==> src/rtl/hex_segment_bank_if.sv <==
// Switch/key side and display side of the hex segment bank.
// The board-facing driver owns the master modport; the bank owns the slave modport.
interface hex_segment_bank_if #(
   parameter int NUM_DISP = 6,
   parameter int SEG_W    = 7,
   parameter int SEL_W    = 3
);
   logic                      wr_key_n;
   logic                      clr_key_n;
   logic                      mode;
   logic [SEL_W-1:0]          sel;
   logic [SEG_W-1:0]          seg_in;
   logic [NUM_DISP*SEG_W-1:0] hex_out;
   logic [NUM_DISP-1:0]       blink_mask;
   logic                      wr_ack;
   logic                      sel_err;

   modport master (
      output wr_key_n, clr_key_n, mode, sel, seg_in,
      input  hex_out, blink_mask, wr_ack, sel_err
   );

   modport slave (
      input  wr_key_n, clr_key_n, mode, sel, seg_in,
      output hex_out, blink_mask, wr_ack, sel_err
   );
endinterface

==> src/rtl/hex_segment_bank.sv <==
// Bank of registered segment displays loaded by debounced key presses,
// with per-display blink, clear-all, select-range error and write acknowledge.
module hex_segment_bank #(
   parameter int               NUM_DISP     = 6,
   parameter int               SEG_W        = 7,
   parameter int               SEL_W        = 3,
   parameter int               DEBOUNCE_CYC = 16,
   parameter int               BLINK_DIV    = 25000000,
   parameter logic [SEG_W-1:0] BLANK        = SEG_W'(7'h7F)
) (
   input logic               CLOCK_50,
   input logic               RESET,
   hex_segment_bank_if.slave bus
);
   localparam int              CNT_W    = $clog2(DEBOUNCE_CYC + 1);
   localparam logic [CNT_W-1:0] CNT_LAST = CNT_W'(DEBOUNCE_CYC - 1);
   localparam int              PH_W     = $clog2(BLINK_DIV);
   localparam logic [PH_W-1:0] PH_LAST  = PH_W'(BLINK_DIV - 1);

   logic [1:0]          key_raw;
   logic [1:0]          press_evt;
   logic                wr_evt;
   logic                clr_evt;
   logic                sel_ok;
   logic                ack_stage_reg;
   logic                err_stage_reg;
   logic                wr_ack_reg;
   logic                sel_err_reg;
   logic [PH_W-1:0]     ph_cnt_reg;
   logic                phase_reg;
   logic [NUM_DISP-1:0] mask_vec;

   // Index 0 is the write key, index 1 the clear key; both paths are identical.
   assign key_raw = {bus.clr_key_n, bus.wr_key_n};

   genvar gi;
   generate
      for (gi = 0; gi < 2; gi++) begin : g_key
         logic             sync1_reg;
         logic             sync2_reg;
         logic             level_reg;
         logic [CNT_W-1:0] cnt_reg;
         logic             differs;

         assign differs = (sync2_reg != level_reg);

         always_ff @(posedge CLOCK_50 or posedge RESET) begin
            if (RESET) begin
               sync1_reg <= 1'b1;
               sync2_reg <= 1'b1;
            end else begin
               sync1_reg <= key_raw[gi];
               sync2_reg <= sync1_reg;
            end
         end

         always_ff @(posedge CLOCK_50 or posedge RESET) begin
            if (RESET) begin
               level_reg <= 1'b1;
               cnt_reg   <= '0;
            end else if (!differs) begin
               cnt_reg <= '0;
            end else if (cnt_reg == CNT_LAST) begin
               level_reg <= sync2_reg;
               cnt_reg   <= '0;
            end else begin
               cnt_reg <= cnt_reg + 1'b1;
            end
         end

         // Fires on the same cycle the debounced level falls, so the action lands with the flip.
         assign press_evt[gi] = differs && level_reg && (cnt_reg == CNT_LAST);
      end
   endgenerate

   assign clr_evt = press_evt[1];
   assign wr_evt  = press_evt[0] && !press_evt[1];
   assign sel_ok  = ({1'b0, bus.sel} < (SEL_W + 1)'(NUM_DISP));

   always_ff @(posedge CLOCK_50 or posedge RESET) begin
      if (RESET) begin
         ack_stage_reg <= 1'b0;
         err_stage_reg <= 1'b0;
         wr_ack_reg    <= 1'b0;
         sel_err_reg   <= 1'b0;
      end else begin
         ack_stage_reg <= wr_evt && sel_ok;
         err_stage_reg <= wr_evt && !sel_ok;
         wr_ack_reg    <= ack_stage_reg;
         sel_err_reg   <= err_stage_reg;
      end
   end

   always_ff @(posedge CLOCK_50 or posedge RESET) begin
      if (RESET) begin
         ph_cnt_reg <= '0;
         phase_reg  <= 1'b0;
      end else if (ph_cnt_reg == PH_LAST) begin
         ph_cnt_reg <= '0;
         phase_reg  <= ~phase_reg;
      end else begin
         ph_cnt_reg <= ph_cnt_reg + 1'b1;
      end
   end

   generate
      for (gi = 0; gi < NUM_DISP; gi++) begin : g_disp
         logic [SEG_W-1:0] data_reg;
         logic             blink_reg;
         logic [SEG_W-1:0] hex_reg;
         logic             hit;

         assign hit = wr_evt && (bus.sel == SEL_W'(gi));

         always_ff @(posedge CLOCK_50 or posedge RESET) begin
            if (RESET) begin
               data_reg  <= BLANK;
               blink_reg <= 1'b0;
            end else if (clr_evt) begin
               data_reg  <= BLANK;
               blink_reg <= 1'b0;
            end else if (hit) begin
               if (bus.mode) begin
                  blink_reg <= ~blink_reg;
               end else begin
                  data_reg <= bus.seg_in;
               end
            end
         end

         // Blinking only masks the output stage; the stored pattern is untouched.
         always_ff @(posedge CLOCK_50 or posedge RESET) begin
            if (RESET) begin
               hex_reg <= BLANK;
            end else begin
               hex_reg <= (blink_reg && phase_reg) ? BLANK : data_reg;
            end
         end

         assign bus.hex_out[gi*SEG_W +: SEG_W] = hex_reg;
         assign mask_vec[gi]                  = blink_reg;
      end
   endgenerate

   assign bus.blink_mask = mask_vec;
   assign bus.wr_ack     = wr_ack_reg;
   assign bus.sel_err    = sel_err_reg;
endmodule

==> src/flat_wrapper.sv <==
// flat-port wrapper written by rule: the top's interface ports become plain ports
module hex_segment_bank_flat 
#(
   parameter int               NUM_DISP     = 6,
   parameter int               SEG_W        = 7,
   parameter int               SEL_W        = 3,
   parameter int               DEBOUNCE_CYC = 16,
   parameter int               BLINK_DIV    = 25000000,
   parameter logic [SEG_W-1:0] BLANK        = SEG_W'(7'h7F)
)
  (CLOCK_50, RESET, bus_wr_key_n, bus_clr_key_n, bus_mode, bus_sel, bus_seg_in, bus_hex_out, bus_blink_mask, bus_wr_ack, bus_sel_err);
  hex_segment_bank_if #(.NUM_DISP(NUM_DISP), .SEG_W(SEG_W), .SEL_W(SEL_W)) bus_i ();
  input logic CLOCK_50;
  input logic RESET;
  input wire logic [$bits(bus_i.wr_key_n)-1:0] bus_wr_key_n;
  input wire logic [$bits(bus_i.clr_key_n)-1:0] bus_clr_key_n;
  input wire logic [$bits(bus_i.mode)-1:0] bus_mode;
  input wire logic [$bits(bus_i.sel)-1:0] bus_sel;
  input wire logic [$bits(bus_i.seg_in)-1:0] bus_seg_in;
  output wire logic [$bits(bus_i.hex_out)-1:0] bus_hex_out;
  output wire logic [$bits(bus_i.blink_mask)-1:0] bus_blink_mask;
  output wire logic [$bits(bus_i.wr_ack)-1:0] bus_wr_ack;
  output wire logic [$bits(bus_i.sel_err)-1:0] bus_sel_err;
  assign bus_i.wr_key_n = bus_wr_key_n;
  assign bus_i.clr_key_n = bus_clr_key_n;
  assign bus_i.mode = bus_mode;
  assign bus_i.sel = bus_sel;
  assign bus_i.seg_in = bus_seg_in;
  assign bus_hex_out = bus_i.hex_out;
  assign bus_blink_mask = bus_i.blink_mask;
  assign bus_wr_ack = bus_i.wr_ack;
  assign bus_sel_err = bus_i.sel_err;
  hex_segment_bank #(.NUM_DISP(NUM_DISP), .SEG_W(SEG_W), .SEL_W(SEL_W), .DEBOUNCE_CYC(DEBOUNCE_CYC), .BLINK_DIV(BLINK_DIV), .BLANK(BLANK)) u_core (.CLOCK_50(CLOCK_50), .RESET(RESET), .bus(bus_i));
endmodule
==> config.mk <==
export PLATFORM = sky130hd
export DESIGN_NAME = hex_segment_bank_flat
export DESIGN_NICKNAME = d
export VERILOG_FILES = /design/src/rtl/hex_segment_bank_if.sv /design/src/rtl/hex_segment_bank.sv /design/src/flat_wrapper.sv
export SDC_FILE = /design/constraint.sdc
export NUM_CORES = 1
export LEC_CHECK = 0
export ABC_AREA = 1
export BUFFER_PORTS_ARGS = -buffer_cell sky130_fd_sc_hd__buf_2
export CAP_MARGIN = 20
export CORE_MARGIN = 2
export CORE_UTILIZATION = 45
export DETAILED_ROUTE_END_ITERATION = 8
export PLACE_DENSITY = 0.7
export SETUP_SLACK_MARGIN = 0.2
export SYNTH_ARGS = -nofsm -noshare
export SYNTH_HDL_FRONTEND = slang
export SYNTH_SLANG_ARGS = --single-unit
==> constraint.sdc <==
create_clock -name CLOCK_50 -period 5.1 [get_ports CLOCK_50]
set_input_delay 1.02 -clock CLOCK_50 [delete_from_list [all_inputs] [get_ports CLOCK_50]]
set_output_delay 1.02 -clock CLOCK_50 [all_outputs]
set_load 0.05 [all_outputs]
==> key figures, run 1 <==
Status
  – Status: completed

Global route
  – Largest net degree at the start of global routing: 65
  – Vias in the first global route: 4317
  – Total gr overflow: 0
  – Total track usage: 0.189
  – First-pass GRT wire length: 21100 um
  – Initial antenna violation count: 0

Floorplanning
  – Die H: 121 um
  – Core area: 13300 um2
  – I/O Pins: 65
  – Initial core utilization: 0.462
  – Die ar.: 14600 um2
  – Row count: 42
  – DIE WIDTH: 121 um

Clock tree
  – Cts hold-fix bufs: 0
  – Num Clock Sinks: 136
  – Reg clk slew, reported paths: 0.06 ns
  – H-tree lvl count: 4
  – # resized after CTS: 0
  – CTS Buf Count: 17
  – CTS max path bufs: 2
  – Post-CTS Setup Bufs: 0
  – TritonCTS clock tree: done
  – CTS Root Cell: clkbuf_16
  – Insertion delay to the later sink of the worst-skew pair: 0.42 ns

Drt
  – WL per Instance: 12.8 um
  – DRC viols: 0
  – 1st-iter DRT viols: 372
  – Drt pass-1 iters: 5
  – Avg Vias per Cell: 4.64
  – Antenna-violating nets left: 0
  – Routed Wire Length: 12300 um
  – Routed vias: 4464

Cells and area
  – N_diodes: 0
  – Area grow syn2layout: 17.4%
  – Share of post-route cells with drive strength above 1: 0.280
  – Final nets: 793

Power and ir drop
  – Pwr dens: 336 nW/um2
  – Static Leak: 3.69 nW
  – Worst vdd ir: 0.234 mV
  – Total power: 2.42 mW

Yosys
  – Yosys reg bits: 136
  – Synth cell count leaders: 240 x nand2_1, 96 x inv_1, 90 x dfstp_2, 79 x nor2_1, 67 x nand3_1
  – Syn_area_per_cell: 8.74 um2
  – Async SR Flop Fraction: 1.00
  – Most common cell in the netlist: nand2_1
  – Synth top area share: 0.385
  – Cell accounting for the most synthesized area: dfstp_2
  – Top_reg_cell synth: dfstp_2
  – Post-synth EDFFs: 0
  – Ys Warns: 0
  – Sequential-to-total area share from yosys stat: 0.573
  – Synthesized cell area: 6140 um2
  – Cell variety after synth: 29
  – Post-Synthesis Cells: 702
  – Largest cells by area after synthesis: dfstp_2 39%, dfrtp_1 19%, nand2_1 15%
  – Mapped Nets: 722

Setup path
  – Crit path max-delay family: flip-flops
  – Worst Path Arrival: 1.21 ns
  – Worst path slowest cell: dfstp_2
  – Setup crit start kind: register
  – CP Cell Sequence: buf_2
  – Worst Setup End Kind: output pin
  – WP buf/inv: 1
  – Largest stage delay, worst path: 0.54 ns
  – Req. time, crit path: 4.08 ns
  – CP Max Fanout: 1
  – Kind of critical path: reg2out

STA
  – Crit path time final: 2.23 ns
  – Worst-margin pin slew: 0.743 ns
  – Hold Vio Cnt, Final: 0
  – Period utilization: 0.437
  – Setup TNS: 0 ns
  – Final number of max-transition violations: 0
  – Relative slew slack: 0.505
  – Fmax: 449 MHz
  – RSZ-0062 raised after global routing: no
  – Number of setup violations in the final report: 0
  – Layout Skew: 0.0106 ns
  – Slack of the critical path: 2.87 ns

Placement
  – Port bufs: 64
  – RePlAce Congestion: 0.863
  – Pre-CTS WS: 2.97 ns
  – Dpl hpwl: 8730 um

Min path
  – Hold Crit Class: reg2reg

Flow run
  – MaxCap Viol Count: 0
[layout make-up]
cell class	instances	area, um2
Clock buffer	22	484
Timing Repair Buffer	67	343
Sequential cell	136	3520
Tap cell	176	220
Inverter	98	370
Multi-Input combinational cell	453	2130
Fill cell	1198	6090
Clock inverter	10	141
[metal layers]
metal  vias up  GRT usage  wire, um
met1      2077      0.253      5690
li1       2263          -         -
met4         0     0.0778       180
met5         -          0         0
met2       104      0.285      5850
met3        20     0.0575       569
[placed cells by master (no fill, tap or decap), drive strengths merged, types with 2 or more instances in the layout]
| master | synthesis | layout |
|---|---|---|
| a21oi | 3 | 3 |
| nand2 | 262 | 262 |
| nor3 | 7 | 7 |
| ha | 5 | 5 |
| o21ai | 3 | 3 |
| nand4 | 2 | 2 |
| clkinv | 1 | 5 |
| buf | 14 | 67 |
| inv | 97 | 98 |
| dfrtp | 46 | 46 |
| clkbuf | 1 | 22 |
| nand3 | 70 | 70 |
| clkinvlp | 0 | 2 |
| xor2 | 11 | 11 |
| xnor2 | 3 | 3 |
| nor2 | 84 | 84 |
| bufinv | 0 | 3 |
| dfstp | 90 | 90 |
[power by group]
part / leakage, nW / internal [mW] / switching, mW
Combinational: 1.81 / 0.0131 / 0.0468
Sequential: 1.57 / 1.09 / 0.00320
Clock: 0.303 / 0.822 / 0.450
Total: 3.69 / 1.92 / 0.500
[kinds of logic (layout without fill, tap and decap cells)]
family | after synthesis | in the layout | share of synthesized area
simple gates | 426 | 426 | 0.310
flops | 136 | 136 | 0.573
buf+inv | 113 | 197 | 0.0799
xor+xnor | 14 | 14 | 0.0200
compound gates | 8 | 8 | 0.00713
fa+ha+maj | 5 | 5 | 0.0102
[path summary, 6_finish.rpt]
kind	from	to	slack, ns	cells past startpoint
worst max-delay path	u_core.g_disp[5].hex_reg[6]	bus_hex_out[41]	2.87	1
worst min register to register	u_core.err_stage_reg	u_core.bus.sel_err	0.35	0
max in group asynchronous	RESET	u_core.g_key[1].sync1_reg	3.48	3
worst min-delay path	u_core.err_stage_reg	u_core.bus.sel_err	0.35	0
min in group asynchronous	RESET	u_core.g_disp[0].blink_reg	0.75	2
worst max register to register	u_core.g_key[1].cnt_reg[0]	u_core.g_disp[4].data_reg[6]	2.95	10
[per-stage QoR]
step | std cells | utilization | hold slack (ns) | instance area, um2
after floorplan | 702 | - | 0.331 | 6140
after global placement | 930 | 0.495 | 0.336 | 6580
after detailed placement | 930 | 0.495 | 0.344 | 6580
after CTS | 962 | 0.542 | 0.351 | 7210
after global routing | 962 | 0.542 | 0.358 | 7210
final | 962 | 0.542 | 0.349 | 7210
(Power assumes the default switching activity.)
==> run 2, diff against run 1 <==
--- a/config.mk
+++ b/config.mk
@@ -11,7 +11,7 @@
 export CORE_MARGIN = 2
 export CORE_UTILIZATION = 45
 export DETAILED_ROUTE_END_ITERATION = 8
-export PLACE_DENSITY = 0.7
+export PLACE_DENSITY = 0.72
 export SETUP_SLACK_MARGIN = 0.2
 export SYNTH_ARGS = -nofsm -noshare
 export SYNTH_HDL_FRONTEND = slang
==> constraint.sdc (replaced) <==
create_clock -name CLOCK_50 -period 1.8 [get_ports CLOCK_50]
set_input_delay 0.36 -clock CLOCK_50 [delete_from_list [all_inputs] [get_ports CLOCK_50]]
set_output_delay 0.36 -clock CLOCK_50 [all_outputs]
set_load 0.05 [all_outputs]
==> key figures, run 2 (same netlist as run 1, synthesis figures left out) <==
Placement
  – Pre-CTS WS: 0.145 ns (-2.83 ns)
  – Dpl hpwl: 8890 um (+1.8%)
  – RePlAce Congestion: 0.863 (about the same)
  – Port bufs: 64 (unchanged)

Power and ir drop
  – Pwr dens: 877 nW/um2 (+160%)
  – Static Leak: 3.95 nW (+7.0%)
  – Total power: 6.87 mW (+180%)
  – Worst vdd ir: 0.663 mV (+180%)

Global route
  – Largest net degree at the start of global routing: 32 (-51%)
  – First-pass GRT wire length: 22100 um (+4.7%)
  – GRT Max-Usage Layer: met2
  – Met2 Use GR: 0.311 (+0.0261)
  – Vias in the first global route: 4671 (+8.2%)
  – Met3 usage: 0.0528 (-0.00472)
  – Total track usage: 0.196 (+0.00747)
  – Total gr overflow: 0 (unchanged)
  – Met1 Usage GRT: 0.257 (+0.00449)
  – Initial antenna violation count: 0 (unchanged)

STA
  – RSZ-0062 raised after global routing: yes
  – Period utilization: 0.942
  – Number of setup violations in the final report: 0 (unchanged)
  – Final number of max-transition violations: 0 (unchanged)
  – Fmax: 590 MHz
  – Slack of the critical path: 0.104 ns (-2.77 ns)
  – Layout Skew: 0.00785 ns (-0.00278 ns)
  – Crit path time final: 1.70 ns
  – Hold Vio Cnt, Final: 0 (unchanged)
  – Worst-margin pin slew: 0.599 ns (-0.143 ns)
  – Relative slew slack: 0.600 (+0.0947)

Drt
  – Routed Wire Length: 13500 um (+9.6%)
  – DRC viols: 0 (unchanged)
  – WL per Instance: 13.5 um (+5.6%)
  – Antenna-violating nets left: 0 (unchanged)
  – Routed vias: 4748 (+6.4%)
  – Drt pass-1 iters: 6 (+1)
  – Avg Vias per Cell: 4.75 (+2.4%)
  – 1st-iter DRT viols: 212 (-43%)

Clock tree
  – Insertion delay to the later sink of the worst-skew pair: 0.42 ns (about the same)
  – Num Clock Sinks: 136 (unchanged)
  – CTS Buf Count: 17 (unchanged)
  – CTS Root Cell: clkbuf_16
  – TritonCTS clock tree: done
  – Reg clk slew, reported paths: 0.06 ns (about the same)
  – Cts hold-fix bufs: 0 (unchanged)
  – H-tree lvl count: 4 (unchanged)
  – CTS max path bufs: 2 (unchanged)

Setup path
  – Critical path destination: u_core.g_disp[5].data_reg[3]
  – CP Max Fanout: 11 (+10)
  – Path depth of the worst reg2reg path: 11 (+1)
  – Worst path slowest cell: dfrtp_1
  – Worst Path Arrival: 2.05 ns (+0.84 ns)
  – R2r setup slk: 0.10 ns (-2.85 ns)
  – RR Startpoint: u_core.g_key[1].cnt_reg[0]
  – Req. time, crit path: 2.15 ns (-1.93 ns)
  – Largest stage delay, worst path: 0.37 ns (-0.17 ns)
  – Setup crit start kind: register
  – Critical Path Source: u_core.g_key[1].cnt_reg[0]
  – Worst Setup End Kind: register
  – Kind of critical path: reg2reg
  – Worst R2R End: u_core.g_disp[5].data_reg[3]
  – CP Cell Sequence: ha_2 > nand2_2 > inv_2 > nand2_4 > nor2_4 > nand2_8 > nand2_8 > buf_4 > nand2_4 > nand2_1 > nand2_1

Floorplanning
  – Die H: 121 um (unchanged)
  – DIE WIDTH: 121 um (unchanged)
  – Initial core utilization: 0.462 (unchanged)
  – Core area: 13300 um2 (unchanged)
  – I/O Pins: 65 (unchanged)
  – Die ar.: 14600 um2 (unchanged)
  – Row count: 42 (unchanged)

Cells and area
  – Layout fillers: 1092 (-8.8%)
  – Final core utilization: 0.589 (+0.0468)
  – Most frequent cells in the layout: 219 x nand2_1, 95 x inv_1, 90 x dfstp_2, 77 x nor2_1, 64 x buf_2
  – Commonest non-fill, non-tap cell in the layout: nand2_1
  – N_diodes: 0 (unchanged)
  – Area grow syn2layout: 27.5%
  – Share of post-route cells with drive strength above 1: 0.351 (+0.0713)
  – Final nets: 830 (+4.7%)

Min path
  – Hold Crit Class: in2async

Status
  – Status: completed

Flow run
  – MaxCap Viol Count: 0 (unchanged)
[run 2: worst min path at each step]
stage,startpoint,endpoint,slack [ns],depth (start not counted)
5_1_grt,bus_wr_key_n,u_core.g_key[0].sync1_reg,0.01,1
3_3_place_gp,u_core.err_stage_reg,u_core.bus.sel_err,0.34,0
4_1_cts,RESET,u_core.ph_cnt_reg[0],0.01,2
6_report,RESET,u_core.ph_cnt_reg[0],0.007,2
3_5_place_dp,u_core.err_stage_reg,u_core.bus.sel_err,0.34,0
2_1_floorplan,u_core.err_stage_reg,u_core.bus.sel_err,0.33,0
[run 2: final cells by class]
| cell class | instances | area [um2] | share of cell area |
|---|---|---|---|
| flip-flops and latches | 136 | 3520 | 0.449 |
| repair buffers | 99 | 686 | 0.0876 |
| well taps | 176 | 220 | 0.0281 |
| inverters | 98 | 372 | 0.0475 |
| clock inverters | 12 | 136 | 0.0174 |
| multi-input cells | 458 | 2430 | 0.311 |
| clock buffers | 20 | 467 | 0.0596 |
[run 2: critical path, delay by kind of cell, from the launching register on]
kind          cells  cell delay (ns)
fa+ha+maj         1             0.20
buf+inv           2             0.24
flops             1             0.37
simple gates      8             0.82
[run 2: repair_timing]
| item | 4_1_cts | 5_1_grt |
|---|---|---|
| pin swaps | 3 | 20 |
| buffers inserted | 7 | 8 |
| gates resized for setup | 5 | 51 |
| setup endpoints to repair | 39 | 51 |
| cloned | 2 | 4 |
[run 2: per-layer routing]
metal,part of all wire,wire length (um)
met5,0,0
met3,0.049,662
met1,0.44,5870
met2,0.49,6580
met4,0.026,357
[run 2: through the flow]
stage | hold slack [ns] | setup TNS (ns) | cells | instance area (um2)
floorplan | 0.331 | -8.26 | 702 | 6140
global placement | 0.338 | 0 | 946 | 6780
detailed placement | 0.339 | 0 | 946 | 6780
CTS | 0.0134 | 0 | 987 | 7500
global route | 0.0149 | 0 | 999 | 7830
finish | 0.00720 | 0 | 999 | 7830
[run 2: power breakdown]
group | internal (mW) | switching (mW) | leakage (nW)
Clock | 2.17 | 1.37 | 0.298
Combinational | 0.0788 | 0.158 | 2.08
Sequential | 3.09 | 0.00951 | 1.57
Total | 5.33 | 1.54 | 3.95
==> run 3, diff against run 2 <==
--- a/config.mk
+++ b/config.mk
@@ -8,7 +8,6 @@
 export ABC_AREA = 1
 export BUFFER_PORTS_ARGS = -buffer_cell sky130_fd_sc_hd__buf_2
 export CAP_MARGIN = 20
-export CORE_MARGIN = 2
 export CORE_UTILIZATION = 45
 export DETAILED_ROUTE_END_ITERATION = 8
 export PLACE_DENSITY = 0.72
==> key figures, run 3 (same netlist as run 1, synthesis figures left out) <==
Cells and area
  – Final nets: 816 (-1.7%)
  – Commonest non-fill, non-tap cell in the layout: nand2_1
  – Layout fillers: 1163 (+6.5%)
  – Area grow syn2layout: 22.7%
  – Share of post-route cells with drive strength above 1: 0.311 (-0.0397)
  – Most frequent cells in the layout: 238 x nand2_1, 95 x inv_1, 90 x dfstp_2, 78 x nor2_1, 64 x buf_2
  – Finished layout cell area: 7530 um2 (-3.8%)
  – N_diodes: 0 (unchanged)
  – Final core utilization: 0.566 (-0.0225)

STA
  – Setup TNS: 0 ns (unchanged)
  – Worst hold margin: 0.0390 ns (+0.0318 ns)
  – Worst-margin pin slew: 0.427 ns (-0.173 ns)
  – Layout Skew: 0.00748 ns (-0.000360 ns)
  – Period utilization: 0.899 (-0.0429)
  – RSZ-0062 raised after global routing: yes
  – Relative slew slack: 0.715 (+0.115)
  – Final number of max-transition violations: 0 (unchanged)
  – Number of setup violations in the final report: 0 (unchanged)
  – Fmax: 618 MHz (+4.8%)
  – Crit path time final: 1.62 ns (-0.0772 ns)
  – Slack of the critical path: 0.181 ns (+0.0772 ns)
  – Hold Vio Cnt, Final: 0 (unchanged)

Setup path
  – Req. time, crit path: 2.14 ns (about the same)
  – CP Max Fanout: 13 (+2)
  – Setup crit start kind: register
  – Worst Path Arrival: 1.96 ns (-0.09 ns)
  – Worst Setup End Kind: register
  – Kind of critical path: reg2reg
  – Largest stage delay, worst path: 0.37 ns (about the same)
  – CP Cell Sequence: ha_2 > nand2_2 > inv_2 > nand2_2 > nor2_4 > nand2_4 > nand2_8 > buf_4 > nand2_4 > nand2_1 > nand2_1
  – WP buf/inv: 2 (unchanged)
  – Crit path max-delay family: simple AND/OR/NAND/NOR gates
  – Worst path slowest cell: dfrtp_1

Floorplanning
  – DIE WIDTH: 119 um (-1.7%)
  – Initial core utilization: 0.462 (unchanged)
  – Die H: 119 um (-1.7%)
  – I/O Pins: 65 (unchanged)
  – Core area: 13300 um2 (unchanged)
  – Row count: 42 (unchanged)
  – Die ar.: 14100 um2 (-3.3%)

Power and ir drop
  – Static Leak: 3.82 nW (-3.1%)
  – Switching Share: 0.209 (-0.0149)
  – Internal power: 5.38 mW (+0.87%)
  – Sequential Power Share: 0.456 (+0.005)
  – Logic pwr share: 0.030 (-0.004)
  – Worst vdd ir: 0.591 mV (-11%)
  – Pwr dens: 903 nW/um2 (+2.9%)
  – Clock network power share: 0.514 (about the same)
  – NetSw: 1.42 mW (-7.6%)

Placement
  – Pre-CTS WS: 0.198 ns (+0.0533 ns)
  – Placed cell areas: 6720 um2 (-0.89%)
  – Dpl hpwl: 8510 um (-4.3%)
  – RePlAce Congestion: 0.851 (-1.4%)
  – Port bufs: 64 (unchanged)

Clock tree
  – CTS Root Cell: clkbuf_16
  – Insertion delay to the later sink of the worst-skew pair: 0.41 ns (about the same)
  – Reg clk slew, reported paths: 0.06 ns (about the same)
  – Cts hold-fix bufs: 0 (unchanged)
  – Num Clock Sinks: 136 (unchanged)
  – CTS Buf Count: 17 (unchanged)
  – TritonCTS clock tree: done
  – H-tree lvl count: 4 (unchanged)
  – CTS max path bufs: 2 (unchanged)

Global route
  – Total track usage: 0.188 (-0.00797)
  – Largest net degree at the start of global routing: 83 (+160%)
  – Total gr overflow: 0 (unchanged)
  – Vias in the first global route: 4273 (-8.5%)
  – First-pass GRT wire length: 20400 um (-7.6%)
  – Initial antenna violation count: 0 (unchanged)

Drt
  – 1st-iter DRT viols: 253 (+19%)
  – Avg Vias per Cell: 4.72 (-0.78%)
  – DRC viols: 0 (unchanged)
  – Antenna-violating nets left: 0 (unchanged)
  – Drt pass-1 iters: 5 (-1)
  – WL per Instance: 12.7 um (-5.5%)
  – Routed Wire Length: 12600 um (-6.9%)
  – Routed vias: 4645 (-2.2%)

Status
  – Status: completed

Flow run
  – MaxCap Viol Count: 0 (unchanged)

Min path
  – Hold Crit Class: in2reg
[run 3: cell count changes in the layout (fill, tap and decap cells not counted), sizes merged]
cell      before  now
buf           99   89
clkbuf        20   23
clkinv         5    7
clkinvlp       2    3
inv          101   96
nand2        267  262
[run 3: final timing paths]
kind | start | endpoint | slack [ns] | cells past startpoint
max | u_core.g_key[1].cnt_reg[0] | u_core.g_disp[5].data_reg[4] | 0.18 | 11
min | bus_wr_key_n | u_core.g_key[0].sync1_reg | 0.04 | 1
max reg2reg | u_core.g_key[1].cnt_reg[0] | u_core.g_disp[5].data_reg[4] | 0.18 | 11
min reg2reg | u_core.ack_stage_reg | u_core.bus.wr_ack | 0.35 | 0
max in group asynchronous | RESET | u_core.g_disp[3].hex_reg[4] | 1.27 | 3
min in group asynchronous | RESET | u_core.g_disp[1].hex_reg[3] | 0.06 | 2
[run 3: cell type report]
cell class              count  area, um2  share of cell area
flip-flops and latches    136       3520               0.467
clock inverters            10        116              0.0155
multi-input cells         453       2230               0.296
clock buffers              22        495              0.0658
inverters                  98        372              0.0494
well taps                 176        220              0.0292
repair buffers             90        578              0.0768
[run 3: power groups by stage]
stage	sequential, mW	clock [mW]	combinational, mW
after floorplan	3.14	0	0.120
after global placement	3.14	0	0.189
after detailed placement	3.14	0	0.190
after CTS	3.10	3.56	0.193
after global routing	3.10	3.70	0.233
final	3.10	3.49	0.206
[run 3: repair_timing]
action                     CTS  global route
pin swaps                    0             5
buffers inserted             0             9
gates resized for setup      2            18
cloned                       0             1
setup endpoints to repair    8            52
[run 3: per-stage QoR]
stage                     power [mW]  std cells
after global placement          3.33        943
final                           6.80        985
after floorplan                 3.26        702
after global routing            7.04        985
after detailed placement        3.33        943
after CTS                       6.85        975
[run 3: worst register-to-register path: cells and delay by family (launching register included)]
kind          cells  cell delay [ns]
simple gates      8             0.77
buf+inv           2             0.22
flops             1             0.37
fa+ha+maj         1             0.19
[run 3: metal layers]
metal / global-route usage / up-vias / share of wire
met1: 0.243 / 2208 / 0.44
met4: 0.0799 / 0 / 0.017
met5: 0 / - / 0
li1: - / 2317 / -
met3: 0.0468 / 19 / 0.055
met2: 0.301 / 101 / 0.49
